## src/rtl/boot_loader_ctrl_pkg.sv

```systemverilog
// Shared boot-loader definitions: frame start byte, RAM base address and FSM state encodings.
// Imported by the loader and by anything that decodes its state for debug.
package boot_loader_ctrl_pkg;

   localparam logic [7:0]  BOOT_MAGIC     = 8'hA5;
   localparam logic [31:0] BOOT_BASE_ADDR = 32'h0000_0000;

   typedef enum logic [2:0] {
      BOOT_S_WAIT_MAGIC = 3'd0,
      BOOT_S_LEN_LO     = 3'd1,
      BOOT_S_LEN_HI     = 3'd2,
      BOOT_S_DATA       = 3'd3,
      BOOT_S_CSUM       = 3'd4,
      BOOT_S_RUN        = 3'd5,
      BOOT_S_ERR        = 3'd6
   } boot_state_t;

endpackage

```

## src/rtl/boot_loader_ctrl.sv

```systemverilog
// UART boot loader and RAM port owner: loads a framed image as 32-bit words, then hands the port to the CPU.
// RAM write lands 1 clk after the 4th byte; no backpressure, rx bytes may arrive back-to-back.
module boot_loader_ctrl
   import boot_loader_ctrl_pkg::*;
#(
   parameter logic [7:0]  MAGIC     = BOOT_MAGIC,
   parameter logic [31:0] BASE_ADDR = BOOT_BASE_ADDR,
   parameter int unsigned MAX_WORDS = 4096,
   parameter int unsigned TIMEOUT   = 100000
) (
   input  logic        clk,
   input  logic        rst,
   input  logic        rx_valid,
   input  logic [7:0]  rx_data,
   input  logic [31:0] cpu_addr,
   input  logic        cpu_we,
   input  logic [31:0] cpu_wdata,
   output logic [31:0] ram_addr,
   output logic        ram_we,
   output logic [31:0] ram_wdata,
   output logic        cpu_rst,
   output logic        boot_done,
   output logic        boot_err
);

   localparam int TW = (TIMEOUT > 1) ? $clog2(TIMEOUT) : 1;
   localparam logic [TW-1:0] TMO_LAST  = TW'(TIMEOUT - 1);
   localparam logic [15:0]   MAX_LEN   = 16'(MAX_WORDS);

   boot_state_t state, next_state;

   logic [15:0]   len;
   logic [15:0]   word_cnt;
   logic [1:0]    byte_idx;
   logic [23:0]   word_buf;
   logic [7:0]    csum;
   logic [TW-1:0] tmo_cnt;
   logic          ld_we;
   logic [31:0]   ld_addr;
   logic [31:0]   ld_wdata;

   logic          magic_hit;
   logic          tmo_active;
   logic [15:0]   len_full;

   always_comb begin
      next_state = state;
      magic_hit  = 1'b0;
      tmo_active = 1'b0;
      len_full   = {rx_data, len[7:0]};
      case (state)
         BOOT_S_WAIT_MAGIC: begin
            if (rx_valid && rx_data == MAGIC) begin
               magic_hit  = 1'b1;
               next_state = BOOT_S_LEN_LO;
            end
         end
         BOOT_S_LEN_LO: begin
            tmo_active = 1'b1;
            if (rx_valid) next_state = BOOT_S_LEN_HI;
         end
         BOOT_S_LEN_HI: begin
            tmo_active = 1'b1;
            if (rx_valid) begin
               if (len_full == 16'd0)        next_state = BOOT_S_CSUM;
               else if (len_full > MAX_LEN)  next_state = BOOT_S_ERR;
               else                          next_state = BOOT_S_DATA;
            end
         end
         BOOT_S_DATA: begin
            tmo_active = 1'b1;
            if (rx_valid && byte_idx == 2'd3 && (word_cnt + 16'd1) == len)
               next_state = BOOT_S_CSUM;
         end
         BOOT_S_CSUM: begin
            tmo_active = 1'b1;
            if (rx_valid) next_state = (rx_data == csum) ? BOOT_S_RUN : BOOT_S_ERR;
         end
         BOOT_S_RUN:  next_state = BOOT_S_RUN;
         BOOT_S_ERR:  next_state = BOOT_S_WAIT_MAGIC;
         default:     next_state = BOOT_S_WAIT_MAGIC;
      endcase
      // Inter-byte silence aborts the frame; a byte arriving on the last cycle still wins.
      if (tmo_active && !rx_valid && tmo_cnt == TMO_LAST)
         next_state = BOOT_S_ERR;
   end

   always_ff @(posedge clk) begin
      if (rst) begin
         state     <= BOOT_S_WAIT_MAGIC;
         cpu_rst   <= 1'b1;
         boot_done <= 1'b0;
         boot_err  <= 1'b0;
      end else begin
         state     <= next_state;
         cpu_rst   <= (next_state != BOOT_S_RUN);
         boot_done <= (next_state == BOOT_S_RUN);
         if (next_state == BOOT_S_ERR) boot_err <= 1'b1;
         else if (magic_hit)           boot_err <= 1'b0;
      end
   end

   always_ff @(posedge clk) begin
      if (rst) begin
         len      <= '0;
         word_cnt <= '0;
         byte_idx <= '0;
         word_buf <= '0;
         csum     <= '0;
         tmo_cnt  <= '0;
         ld_we    <= 1'b0;
         ld_addr  <= '0;
         ld_wdata <= '0;
      end else begin
         ld_we <= 1'b0;
         if (tmo_active) tmo_cnt <= rx_valid ? '0 : tmo_cnt + 1'b1;
         else            tmo_cnt <= '0;
         case (state)
            BOOT_S_WAIT_MAGIC: begin
               if (magic_hit) begin
                  len      <= '0;
                  word_cnt <= '0;
                  byte_idx <= '0;
                  csum     <= '0;
               end
            end
            BOOT_S_LEN_LO: if (rx_valid) len[7:0]  <= rx_data;
            BOOT_S_LEN_HI: if (rx_valid) len[15:8] <= rx_data;
            BOOT_S_DATA: begin
               if (rx_valid) begin
                  csum     <= csum ^ rx_data;
                  byte_idx <= byte_idx + 2'd1;
                  if (byte_idx == 2'd3) begin
                     // Top byte goes straight into the write word; the buffer only holds bytes 0..2.
                     ld_we    <= 1'b1;
                     ld_addr  <= BASE_ADDR + {14'd0, word_cnt, 2'b00};
                     ld_wdata <= {rx_data, word_buf};
                     word_cnt <= word_cnt + 16'd1;
                  end else begin
                     word_buf[{byte_idx, 3'b000} +: 8] <= rx_data;
                  end
               end
            end
            default: ;
         endcase
      end
   end

   always_comb begin
      ram_addr  = ld_addr;
      ram_we    = ld_we;
      ram_wdata = ld_wdata;
      if (state == BOOT_S_RUN) begin
         ram_addr  = cpu_addr;
         ram_we    = cpu_we;
         ram_wdata = cpu_wdata;
      end
   end

endmodule
```

## config.mk

```make
export PLATFORM = sky130hd
export DESIGN_NAME = boot_loader_ctrl
export DESIGN_NICKNAME = d
export VERILOG_FILES = /design/src/rtl/boot_loader_ctrl_pkg.sv /design/src/rtl/boot_loader_ctrl.sv
export SDC_FILE = /design/constraint.sdc
export NUM_CORES = 1
export LEC_CHECK = 0
export ABC_AREA = 1
export ABC_CLOCK_PERIOD_IN_PS = 2450
export CAP_MARGIN = 10
export CELL_PAD_IN_SITES_DETAIL_PLACEMENT = 0
export CELL_PAD_IN_SITES_GLOBAL_PLACEMENT = 1
export CORE_AREA = 2 2 138 153
export CTS_CLUSTER_DIAMETER = 200
export DETAILED_ROUTE_END_ITERATION = 12
export DIE_AREA = 0 0 140 155
export PLACE_DENSITY_LB_ADDON = 0.1
export SLEW_MARGIN = 20
export SYNTH_ARGS = -nofsm -noshare
export SYNTH_HDL_FRONTEND = slang
export SYNTH_SLANG_ARGS = --single-unit
```

## constraint.sdc

```tcl
create_clock -name clk -period 2.45 [get_ports clk]
set_input_delay 0.3675 -clock clk [delete_from_list [all_inputs] [get_ports clk]]
set_output_delay 0.3675 -clock clk [all_outputs]
set_load 0.005 [all_outputs]
```

==> flow_summary.yaml <==
power:
  finalPower_mw: 5.103
  p_sw_mw: 1.335
  p_leak_nw: 4.962
  power.internal_mw: 3.768
  ir_drop_mv: 0.4768
  switching_share: 0.2617
  power_density_nw_per_um2: 512.1
  power_frac_seq: 0.440
  pwr-share-clk: 0.512
  p_comb_frac: 0.048
synthesis:
  yosys.area.top_type: "dfxtp_1"
  syn_inst: 1081
  synth_seq_cells: 138
  synthTopCellsByArea: "dfxtp_1 39%, nand2_1 16%, a21oi_1 6.8%, inv_1 5.6%, nor2_1 5.3%"
  yosysMostFrequentCell: "nand2_1"
  synth_edf_count: 0
  ys_types: 36
  yosys_warnings: 0
  avgSynthCellArea_um2: 6.624
  ys_top_cells_by_count: "301 x nand2_1, 138 x dfxtp_1, 106 x inv_1, 102 x nor2_1, 97 x a21oi_1"
  netlist_area_um2: 7161
  ys.flop_type: "dfxtp_1"
  syn-num-nets: 1164
  async_flop_share: 0
  ys_seq_area_frac: 0.3858
  synth.top_cell.area_share: 0.3858
drt:
  wire_per_inst_um: 15.26
  vias_per_cell: 4.935
  drc: 10
  drtPass1Iterations: 9
  ant_nets: 0
  wl_um: 23000
  first_iter_violations: 383
  vias: 7437
floorplanning:
  fp.dieH_um: 155
  dieArea_um2: 21700
  core.rowCount: 55
  core_area_um2: 20300
  start_util: 0.3527
  ioPinCount: 144
  die_x_um: 140
run_status:
  violations: "design-rule violations"
  status: "finished with violations"
timing:
  slew_viol_final: 0
  fin_crit_sh: 0.9768
  slew_headroom: 0.6614
  setup_viol: 0
  fin_tns_setup_ns: 0
  period_needed_ns: 2.393
  hold_viol: 0
  tightest_slew_ns: 0.5079
  clock_skew_ns: 0.009443
  clock.fmax_mhz: 417.9
final_layout:
  drive_above_1_share: 0.1007
  final_cell_area_um2: 9966
  nets: 1321
  nFillCells: 2092
  final_cells: 1507
  utilization: 0.4909
  syn2layout_area_growth_pct: 39.18
  num_antenna_cells: 0
cts:
  htree_levels: 4
  ctsHoldBuffers: 0
  clk_latency_ns: 0.44
  clk_path_buf_depth: 2
  clkTransAtPathRegs_ns: 0.07
  cts_tree: "done"
  clock-root-buffer: "clkbuf_16"
  clock_sinks: 138
  numCtsBuffers: 17
setup_path:
  cp_slowest_cell: "clkdlybuf4s50_1"
  worst_setup_path_start_kind: "flop"
  cp.required_ns: 2.08
  crit_chain: "inv_2 -> nand2_4 -> nor2_4 -> buf_12 -> clkinv_8 -> clkbuf_16 -> nor2_1 -> clkdlybuf4s50_1"
  cp_top_family: "buffers and inverters"
  crit_fanout: 16
  crit_path_end_kind: "output pin"
  arrival_ns: 2.03
  path_class: "flop to output pin"
  path_buf_inv: 5
  critPathMaxStageDelay_ns: 0.50
global_routing:
  grt_overflow: 0
  grt_pass1_vias: 7045
  grt_first_pass_wirelength_um: 36090
  grt_use_total: 0.2078
  grt_start_max_net_pins: 40
  antenna_found_initial: 0
flow_run:
  max_cap_viol_count: 0
worst_hold_path:
  hp-class: "input pin to flop"
place:
  gp_congestion: 0.8472
  dpl_cell_area_um2: 9037
  dp_hpwl_um: 16040
  placedCellCount: 1467
  io_buffers: 143
cell type report:
cell class	count	area, µm²	area share
Tap cell	256	320.3	0.03214
Inverter	114	440.4	0.04419
Clock buffer	17	425.4	0.04269
Timing Repair Buffer	196	2088	0.2095
Multi-Input combinational cell	771	3752	0.3765
Sequential cell	138	2768	0.2777
Clock inverter	15	171.4	0.01720
flip-flops by register name, indices dropped and copies added (netlist names):
register	cells
ld_wdata	32
word_buf	24
tmo_cnt	17
ld_addr	16
len	16
word_cnt	16
csum	8
state	3
byte_idx	2
boot_done	1
boot_err	1
cpu_rst	1
ld_we	1
power by group through the flow:
stage	Clock, mW	Sequential (mW)	Combinational (mW)
after floorplan	0	2.30	0.0699
after global placement	0	2.30	0.246
after detailed placement	0	2.30	0.246
after CTS	2.67	2.24	0.247
after global routing	2.78	2.24	0.263
final	2.61	2.24	0.247
worst reg2reg max path, stage by stage (launching register included):
cell	delay (ns)
dfxtp_1	0.34
ha_1	0.21
nand2_1	0.17
nor2_4	0.28
nand3_1	0.14
nand3_1	0.14
nand2_1	0.06
nor2_1	0.08
nand3_1	0.08
nor2_1	0.12
nand3_1	0.12
nand2_1	0.09
nand2_1	0.07
nand2_1	0.06
nand2_1	0.07
o21bai_2	0.10
worst paths after layout:
check              startpoint      endpoint  slack [ns]  depth (start not counted)
setup / recovery     state[1]  ram_addr[31]        0.06                          8
hold / removal            rst  word_buf[20]        0.32                          2
setup reg to reg  word_cnt[0]      boot_err        0.29                         15
hold reg to reg    tmo_cnt[0]    tmo_cnt[0]        0.45                          1
metal layers:
layer | vias up | wire length (µm) | track usage
met5 | - | 0 | 0
met4 | 0 | 452 | 0.07167
met3 | 26 | 956 | 0.03878
met2 | 153 | 10650 | 0.3458
met1 | 3403 | 10950 | 0.2718
li1 | 3855 | - | -
placed cells by master (no fill, tap or decap), types with 2 or more instances in the layout:
cell,n
nor3_1,8
inv_6,5
nand2_2,6
a211oi_1,31
xnor2_1,3
o21a_1,2
a31oi_1,14
and2_1,2
nor3_2,4
nand4_1,30
nor2_1,100
o211a_1,3
inv_2,8
dlymetal6s2s_1,43
nand3_1,66
nor4_1,3
o21ai_0,66
nand2_1,298
buf_12,5
xor2_1,8
buf_4,42
nor2_4,6
nor2_2,7
clkbuf_16,21
clkdlybuf4s50_1,99
a21oi_1,97
dfxtp_1,136
inv_1,105
inv_8,7
ha_1,7
clkinv_8,4
timing repair:
action / 4_1_cts / 5_1_grt
setup buffers: 0 / 3
gates cloned: 1 / 4
resized for setup: 4 / 57
endpoints found under the setup margin: 61 / 65
pin swaps: 0 / 0
cell families (layout without fill, tap and decap cells):
| logic type | count (synthesis) | count (layout) | synth area share |
|---|---|---|---|
| AOI/OAI and AO/OA | 216 | 216 | 0.1695 |
| xor gates and xnor gates | 12 | 12 | 0.01660 |
| adders and majority gates | 7 | 7 | 0.01223 |
| buffers and inverters | 172 | 342 | 0.09401 |
| DFF | 138 | 138 | 0.3858 |
| and+or+nand+nor | 536 | 536 | 0.3219 |
through the flow:
stage / setup WS [ns] / hold WS [ns]
after global placement: 0.1860 / 0.4288
final: 0.05693 / 0.3218
after global routing: -0.02025 / 0.3461
after CTS: -0.02891 / 0.3124
after floorplan: 0.6036 / 0.4175
after detailed placement: 0.1499 / 0.4423
Power figures use the tool's default switching activity.
